`src/rtl/mips_ctrl_pkg.sv`:
```
`default_nettype none
//------------------------------------------------------------------------------
// +--------------------------------------------------------------------------+
// | Package : mips_ctrl_pkg                                                  |
// | Purpose : Shared encodings for the multicycle MIPS main control FSM:     |
// |           state codes, supported opcodes, ALUOp / PCSource / ALUSrcB     |
// |           select codes, and the packed control-word type that the        |
// |           decoder hands back to the top.                                 |
// | Revision: 1.0  initial release                                           |
// +--------------------------------------------------------------------------+
//------------------------------------------------------------------------------
package mips_ctrl_pkg;

   // State encodings (exposed on the State debug port, so they are fixed)
   localparam logic [3:0] IDLE   = 4'd0;
   localparam logic [3:0] FETCH  = 4'd1;
   localparam logic [3:0] DECODE = 4'd2;
   localparam logic [3:0] MEMADR = 4'd3;
   localparam logic [3:0] MEMRD  = 4'd4;
   localparam logic [3:0] MEMWB  = 4'd5;
   localparam logic [3:0] MEMWR  = 4'd6;
   localparam logic [3:0] EXEC   = 4'd7;
   localparam logic [3:0] RWB    = 4'd8;
   localparam logic [3:0] BRANCH = 4'd9;
   localparam logic [3:0] JUMP   = 4'd10;
   localparam logic [3:0] ADDIEX = 4'd11;
   localparam logic [3:0] ADDIWB = 4'd12;

   // Supported opcodes (instruction bits [31:26])
   localparam logic [5:0] RTYPE = 6'h00;
   localparam logic [5:0] LW    = 6'h23;
   localparam logic [5:0] SW    = 6'h2B;
   localparam logic [5:0] BEQ   = 6'h04;
   localparam logic [5:0] J     = 6'h02;
   localparam logic [5:0] ADDI  = 6'h08;

   // ALU control select
   localparam logic [1:0] ALUOP_ADD   = 2'b00;
   localparam logic [1:0] ALUOP_SUB   = 2'b01;
   localparam logic [1:0] ALUOP_FUNCT = 2'b10;

   // PC source select
   localparam logic [1:0] PCSRC_ALU    = 2'b00;
   localparam logic [1:0] PCSRC_ALUOUT = 2'b01;
   localparam logic [1:0] PCSRC_JUMP   = 2'b10;

   // ALU B operand select
   localparam logic [1:0] ALUB_REGB  = 2'b00;
   localparam logic [1:0] ALUB_FOUR  = 2'b01;
   localparam logic [1:0] ALUB_IMM   = 2'b10;
   localparam logic [1:0] ALUB_IMMS2 = 2'b11;

   typedef struct packed {
      logic       pcwrite;
      logic       pcwritecond;
      logic       iord;
      logic       memread;
      logic       memwrite;
      logic       memtoreg;
      logic       irwrite;
      logic       alusrca;
      logic       regwrite;
      logic       regdst;
      logic [1:0] pcsource;
      logic [1:0] alusrcb;
      logic [1:0] aluop;
   } ctrl_t;

   // True for the opcodes this controller knows how to sequence
   function automatic logic is_supported_op(input logic [5:0] op);
      return (op == RTYPE) || (op == LW) || (op == SW) ||
             (op == BEQ) || (op == J) || (op == ADDI);
   endfunction

endpackage
`default_nettype wire

```
`src/rtl/control_decode.sv`:
```
`default_nettype none
//------------------------------------------------------------------------------
// +--------------------------------------------------------------------------+
// | Module  : control_decode                                                 |
// | Purpose : Purely combinational map from the FSM state (plus MemReady,    |
// |           which gates IRWrite/PCWrite during FETCH) to the datapath      |
// |           control word. Every field defaults to 0 so each state lists    |
// |           only the controls it asserts.                                  |
// | Ports   : State    in  4  current FSM state                              |
// |           MemReady in  1  memory completion strobe                       |
// |           ctrl     out    packed control word (ctrl_t)                   |
// | Revision: 1.0  initial release                                           |
// +--------------------------------------------------------------------------+
//------------------------------------------------------------------------------
module control_decode
   import mips_ctrl_pkg::*;
(
   input  logic [3:0] State,
   input  logic       MemReady,
   output ctrl_t      ctrl
);

   always_comb begin
      ctrl = '0;
      case (State)
         FETCH: begin
            ctrl.memread  = 1'b1;
            ctrl.iord     = 1'b0;
            ctrl.alusrca  = 1'b0;
            ctrl.alusrcb  = ALUB_FOUR;
            ctrl.aluop    = ALUOP_ADD;
            ctrl.pcsource = PCSRC_ALU;
            // IR and PC must only capture once the fetch data is valid
            ctrl.irwrite  = MemReady;
            ctrl.pcwrite  = MemReady;
         end
         DECODE: begin
            ctrl.alusrca = 1'b0;
            ctrl.alusrcb = ALUB_IMMS2;
            ctrl.aluop   = ALUOP_ADD;
         end
         MEMADR, ADDIEX: begin
            ctrl.alusrca = 1'b1;
            ctrl.alusrcb = ALUB_IMM;
            ctrl.aluop   = ALUOP_ADD;
         end
         MEMRD: begin
            ctrl.memread = 1'b1;
            ctrl.iord    = 1'b1;
         end
         MEMWB: begin
            ctrl.regwrite = 1'b1;
            ctrl.memtoreg = 1'b1;
         end
         MEMWR: begin
            ctrl.memwrite = 1'b1;
            ctrl.iord     = 1'b1;
         end
         EXEC: begin
            ctrl.alusrca = 1'b1;
            ctrl.alusrcb = ALUB_REGB;
            ctrl.aluop   = ALUOP_FUNCT;
         end
         RWB: begin
            ctrl.regwrite = 1'b1;
            ctrl.regdst   = 1'b1;
         end
         BRANCH: begin
            ctrl.alusrca     = 1'b1;
            ctrl.alusrcb     = ALUB_REGB;
            ctrl.aluop       = ALUOP_SUB;
            ctrl.pcwritecond = 1'b1;
            ctrl.pcsource    = PCSRC_ALUOUT;
         end
         JUMP: begin
            ctrl.pcwrite  = 1'b1;
            ctrl.pcsource = PCSRC_JUMP;
         end
         ADDIWB: begin
            ctrl.regwrite = 1'b1;
         end
         default: ctrl = '0;   // IDLE and unused codes
      endcase
   end

endmodule
`default_nettype wire

```
`src/rtl/main_control_fsm.sv`:
```
`default_nettype none
//------------------------------------------------------------------------------
// +--------------------------------------------------------------------------+
// | Module  : main_control_fsm                                               |
// | Purpose : Main Moore control FSM for a multicycle MIPS datapath.         |
// |           Holds the state register, next-state logic and the sticky      |
// |           IllegalOp flag; output decode lives in control_decode.         |
// | Ports   : clk, reset (async, active high)                                |
// |           Op[5:0], MemReady                                              |
// |           PCWrite, PCWriteCond, IorD, MemRead, MemWrite, MemtoReg,       |
// |           IRWrite, ALUSrcA, RegWrite, RegDst, PCSource[1:0],             |
// |           ALUSrcB[1:0], ALUOp[1:0], IllegalOp, State[3:0]                |
// | Revision: 1.0  initial release                                           |
// +--------------------------------------------------------------------------+
//------------------------------------------------------------------------------
module main_control_fsm
   import mips_ctrl_pkg::*;
(
   input  logic       clk,
   input  logic       reset,
   input  logic [5:0] Op,
   input  logic       MemReady,
   output logic       PCWrite,
   output logic       PCWriteCond,
   output logic       IorD,
   output logic       MemRead,
   output logic       MemWrite,
   output logic       MemtoReg,
   output logic       IRWrite,
   output logic       ALUSrcA,
   output logic       RegWrite,
   output logic       RegDst,
   output logic [1:0] PCSource,
   output logic [1:0] ALUSrcB,
   output logic [1:0] ALUOp,
   output logic       IllegalOp,
   output logic [3:0] State
);

   logic [3:0] r_state;
   logic [3:0] w_next_state;
   logic       r_illegal;
   logic       w_illegal_seen;
   ctrl_t      w_ctrl;

   // Op is held stable by the datapath for the whole instruction, so it is
   // used directly here rather than captured in DECODE.
   always_comb begin
      w_next_state   = FETCH;
      w_illegal_seen = 1'b0;
      case (r_state)
         IDLE:   w_next_state = FETCH;
         FETCH:  w_next_state = MemReady ? DECODE : FETCH;
         DECODE: begin
            case (Op)
               RTYPE:   w_next_state = EXEC;
               LW, SW:  w_next_state = MEMADR;
               BEQ:     w_next_state = BRANCH;
               J:       w_next_state = JUMP;
               ADDI:    w_next_state = ADDIEX;
               default: w_next_state = FETCH;
            endcase
            w_illegal_seen = !is_supported_op(Op);
         end
         MEMADR: w_next_state = (Op == SW) ? MEMWR : MEMRD;
         MEMRD:  w_next_state = MemReady ? MEMWB : MEMRD;
         MEMWR:  w_next_state = MemReady ? FETCH : MEMWR;
         EXEC:   w_next_state = RWB;
         ADDIEX: w_next_state = ADDIWB;
         default: w_next_state = FETCH;   // single-cycle tails and codes 13-15
      endcase
   end

   always_ff @(posedge clk or posedge reset) begin
      if (reset) begin
         r_state   <= IDLE;
         r_illegal <= 1'b0;
      end else begin
         r_state <= w_next_state;
         if (w_illegal_seen) begin
            r_illegal <= 1'b1;
         end
      end
   end

   control_decode u_decode (
      .State    (r_state),
      .MemReady (MemReady),
      .ctrl     (w_ctrl)
   );

   assign PCWrite     = w_ctrl.pcwrite;
   assign PCWriteCond = w_ctrl.pcwritecond;
   assign IorD        = w_ctrl.iord;
   assign MemRead     = w_ctrl.memread;
   assign MemWrite    = w_ctrl.memwrite;
   assign MemtoReg    = w_ctrl.memtoreg;
   assign IRWrite     = w_ctrl.irwrite;
   assign ALUSrcA     = w_ctrl.alusrca;
   assign RegWrite    = w_ctrl.regwrite;
   assign RegDst      = w_ctrl.regdst;
   assign PCSource    = w_ctrl.pcsource;
   assign ALUSrcB     = w_ctrl.alusrcb;
   assign ALUOp       = w_ctrl.aluop;
   assign IllegalOp   = r_illegal;
   assign State       = r_state;

endmodule
`default_nettype wire

```
`config.mk`:
```
export PLATFORM = sky130hd
export DESIGN_NAME = main_control_fsm
export DESIGN_NICKNAME = d
export VERILOG_FILES = /design/src/rtl/mips_ctrl_pkg.sv /design/src/rtl/control_decode.sv /design/src/rtl/main_control_fsm.sv
export SDC_FILE = /design/constraint.sdc
export NUM_CORES = 1
export LEC_CHECK = 0
export CAP_MARGIN = 10
export CORE_AREA = 3 3 44 46
export CTS_CLUSTER_SIZE = 10
export DETAILED_ROUTE_END_ITERATION = 10
export DIE_AREA = 0 0 47 49
export PLACE_DENSITY = 0.75
export SYNTH_ARGS = -nofsm -noshare
export SYNTH_HDL_FRONTEND = slang
export SYNTH_HIERARCHICAL = 1
export SYNTH_SLANG_ARGS = --single-unit
```
`constraint.sdc`:
```
create_clock -name clk -period 1.7 [get_ports clk]
set_input_delay 0.34 -clock clk [delete_from_list [all_inputs] [get_ports clk]]
set_output_delay 0.34 -clock clk [all_outputs]
set_load 0.005 [all_outputs]
```
==> impl_metrics.tcl <==
set metrics [dict create \
    status "completed" \
    syn_area_um2 618 \
    drtAntennaViolNets 0 \
    internal_power_mw 0.890 \
    portBuffers 29 \
    r2r.worst_path.cells 5 \
    ys_types 36 \
    core-area_um2 1540 \
    h-tree-depth 1 \
    syn-instance-count 74 \
    initial_core_util 0.401 \
    max-vdd-ir-drop_mv 0.808 \
    grt_max_degree 14 \
    tightest_slew_ns 0.311 \
    rsz0062_at_grt "true" \
    syn_avg_cell_area_um2 8.35 \
    antenna_cells 0 \
    clockBufferDepth 2 \
    max_cap_violations 0 \
    layout_commonest_cell "buf_4" \
    crit_fanout 13 \
    hold-worst-slack_ns 0.286 \
    syn_to_final_growth_pct 72.3 \
    path_class "reg -> out" \
    grt_pass1_vias 685 \
    num_vias 739 \
    cts_tree "yes" \
    cp_slowest_cell "clkdlybuf4s50_1" \
    finalMaxSlewViolations 0 \
    max_slew_margin 0.791 \
    fillers 131 \
    p_per_area_nw_per_um2 1370 \
    seqPwrFrac 0.143 \
    final-instance-count-excl-fill 140 \
    clkPwrFrac 0.098 \
    r2r-start "State[3]$_DFF_PP0_" \
    die_area_um2 2300 \
    r2r_end "State[0]$_DFF_PP0_" \
    cts_root_buffer "clkbuf_4" \
    syn_nets 83 \
    wl_per_cell_um 12.8 \
    combinationalPowerShare 0.759 \
    fmax_mhz 612 \
    drt_iter0_markers 11 \
    cts_hold_buf 0 \
    overflow 0 \
    clk_latency_ns 0.25 \
    cp-end-kind "output port" \
    p_leak_nw 0.514 \
    crit_buf_inv 2 \
    setup_viol 0 \
    synth_seq_cells 5 \
    clock_sinks 5 \
    slowest_delay_ns 0.51 \
    vias_per_cell 5.28 \
    die_x_um 47 \
    p_sw_mw 0.569 \
    fin_nets 134 \
    gp_congestion 0.809 \
    ios 30 \
    layout_common_cells "18 x buf_4, 10 x clkdlybuf4s50_1, 10 x clkbuf_2" \
    drive_gt1_frac 0.452 \
    required_ns 1.36 \
    firstDrtPassIters 4 \
    grt_pass1_wl_mm 2.68 \
    clk_pin_slew_worst_paths_ns 0.05 \
    post-route-period-util 0.962 \
    place_inst 126 \
    worstPathArrival_ns 1.29 \
    finalHoldViolCount 0 \
    drc 0 \
    dp_hpwl_mm 1.26 \
    yosysWarnings 6 \
    antenna_found_initial 0 \
    rows 14 \
    drt-total-wl_mm 1.79 \
    cp_cell_sequence "buf_6, clkdlybuf4s50_1" \
    cts_buffers 3 \
    start_kind "flip-flop" \
    p_sw_frac 0.390 \
    fin_skew_ns 0.00374 \
    die_height_um 49 \
    hold_path_class "in -> async" \
    ff2ff_setup_slack_ns 0.26 \
    synth_seq_area_share 0.202 \
    grt_use_total 0.153 \
    layout_min_cycle_time_ns 1.63 \
    crit_family "buffers and inverters" \
]
[registers in the layout, indices dropped and copies added, names as in the netlist]
name and count:
State 4, IllegalOp 1
[cell usage after synthesis]
| cell type | n | area share |
|---|---|---|
| a211oi_2 | 1 | 0.020 |
| a32oi_1 | 1 | 0.014 |
| a21oi_1 | 3 | 0.024 |
| nand3b_1 | 2 | 0.024 |
| o22ai_1 | 1 | 0.010 |
| and3b_1 | 1 | 0.014 |
| nor2_1 | 10 | 0.061 |
| nor3_2 | 3 | 0.049 |
| nand2_1 | 5 | 0.030 |
| a41o_1 | 1 | 0.016 |
| buf_6 | 2 | 0.036 |
| buf_4 | 2 | 0.024 |
| o211ai_1 | 1 | 0.012 |
| buf_2 | 2 | 0.016 |
| nor4bb_1 | 2 | 0.032 |
| nand3_1 | 3 | 0.024 |
| a21boi_1 | 1 | 0.012 |
| nor3_1 | 1 | 0.0081 |
| nor3b_2 | 1 | 0.020 |
| and2_1 | 1 | 0.010 |
| nor3b_1 | 1 | 0.012 |
| xnor2_1 | 1 | 0.014 |
| xor2_1 | 2 | 0.028 |
| a21boi_0 | 1 | 0.012 |
| nand2b_4 | 2 | 0.045 |
| nand2b_1 | 4 | 0.040 |
| o221a_2 | 1 | 0.018 |
| nand4bb_1 | 1 | 0.018 |
| dfrtp_1 | 5 | 0.20 |
| a2111oi_2 | 1 | 0.024 |
| o21ai_0 | 5 | 0.040 |
| nor4b_4 | 1 | 0.038 |
| inv_1 | 2 | 0.012 |
| a31oi_1 | 1 | 0.010 |
| nand2b_2 | 1 | 0.014 |
| nor2b_1 | 1 | 0.010 |
[power by group through the flow]
| stage | Combinational [mW] | Sequential, mW | Clock (mW) |
|---|---|---|---|
| 5_1_grt | 1.21 | 0.217 | 0.158 |
| 6_report | 1.11 | 0.208 | 0.143 |
| 2_1_floorplan | 0.522 | 0.236 | 0 |
| 4_1_cts | 1.09 | 0.212 | 0.147 |
| 3_3_place_gp | 1.01 | 0.229 | 0 |
| 3_5_place_dp | 1.02 | 0.233 | 0 |
[metal layers]
metal,part of all wire,up-vias,GRT usage,wire [um]
li1,-,366,-,-
met1,0.37,333,0.158,663
met5,0,-,0,0
met4,0.0045,0,0.0553,8
met3,0.087,2,0.0332,155
met2,0.54,38,0.283,959
[logic make-up (layout without fill, tap and decap cells)]
family / count (synthesis) / after routing / synth area share
compound gates: 18 / 18 / 0.215
xor+xnor: 3 / 3 / 0.0425
buf+inv: 8 / 58 / 0.0891
flops: 5 / 5 / 0.202
simple gates: 40 / 40 / 0.451
[worst max path at each step]
stage                     cells after the start               start  slack [ns]     endpoint
after floorplan                               4  State[3]$_DFF_PP0_        0.22  PCWriteCond
after global placement                        4            MemReady       -0.24      PCWrite
after detailed placement                      4            MemReady       -0.25      PCWrite
after CTS                                     4  State[1]$_DFF_PP0_       -0.19      ALUSrcA
after global routing                          2  State[2]$_DFF_PP0_       -0.01     State[2]
final                                         2  State[2]$_DFF_PP0_        0.07     State[2]
[metrics by stage]
step / util / instance area, um2 / power (mW) / TNS, ns / setup WS, ns
after global placement: 0.635 / 978 / 1.24 / -0.766 / -0.237
after CTS: 0.692 / 1070 / 1.45 / -0.193 / -0.192
final: 0.691 / 1060 / 1.46 / 0 / 0.0651
after detailed placement: 0.635 / 978 / 1.26 / -1.10 / -0.251
after global routing: 0.691 / 1060 / 1.58 / -0.0142 / -0.00966
after floorplan: - / 618 / 0.758 / 0 / 0.221
[final cells by class]
type                       instances  area (um2)  area share
inverter                           2        7.51     0.00705
sequential                         5         128       0.120
timing repair buffer              52         422       0.396
tap                               16        20.0      0.0188
clock buffer                       4        26.3      0.0247
multi-input combinational         61         462       0.434
[worst reg2reg max path: cells and delay by family (launching register included)]
kind | cells | cell delay [ns]
AO/OA/AOI/OAI | 1 | 0.26
flip-flops | 1 | 0.44
buffers and inverters | 2 | 0.30
AND/OR/NAND/NOR | 2 | 0.32
[repair_timing]
item | 4_1_cts | 5_1_grt
setup endpoints to repair | 18 | 16
setup buffers | 8 | 2
pin swaps | 0 | 2
hold endpoints to repair | 0 | 0
gates resized for setup | 28 | 31
(Power assumes the default switching activity.)
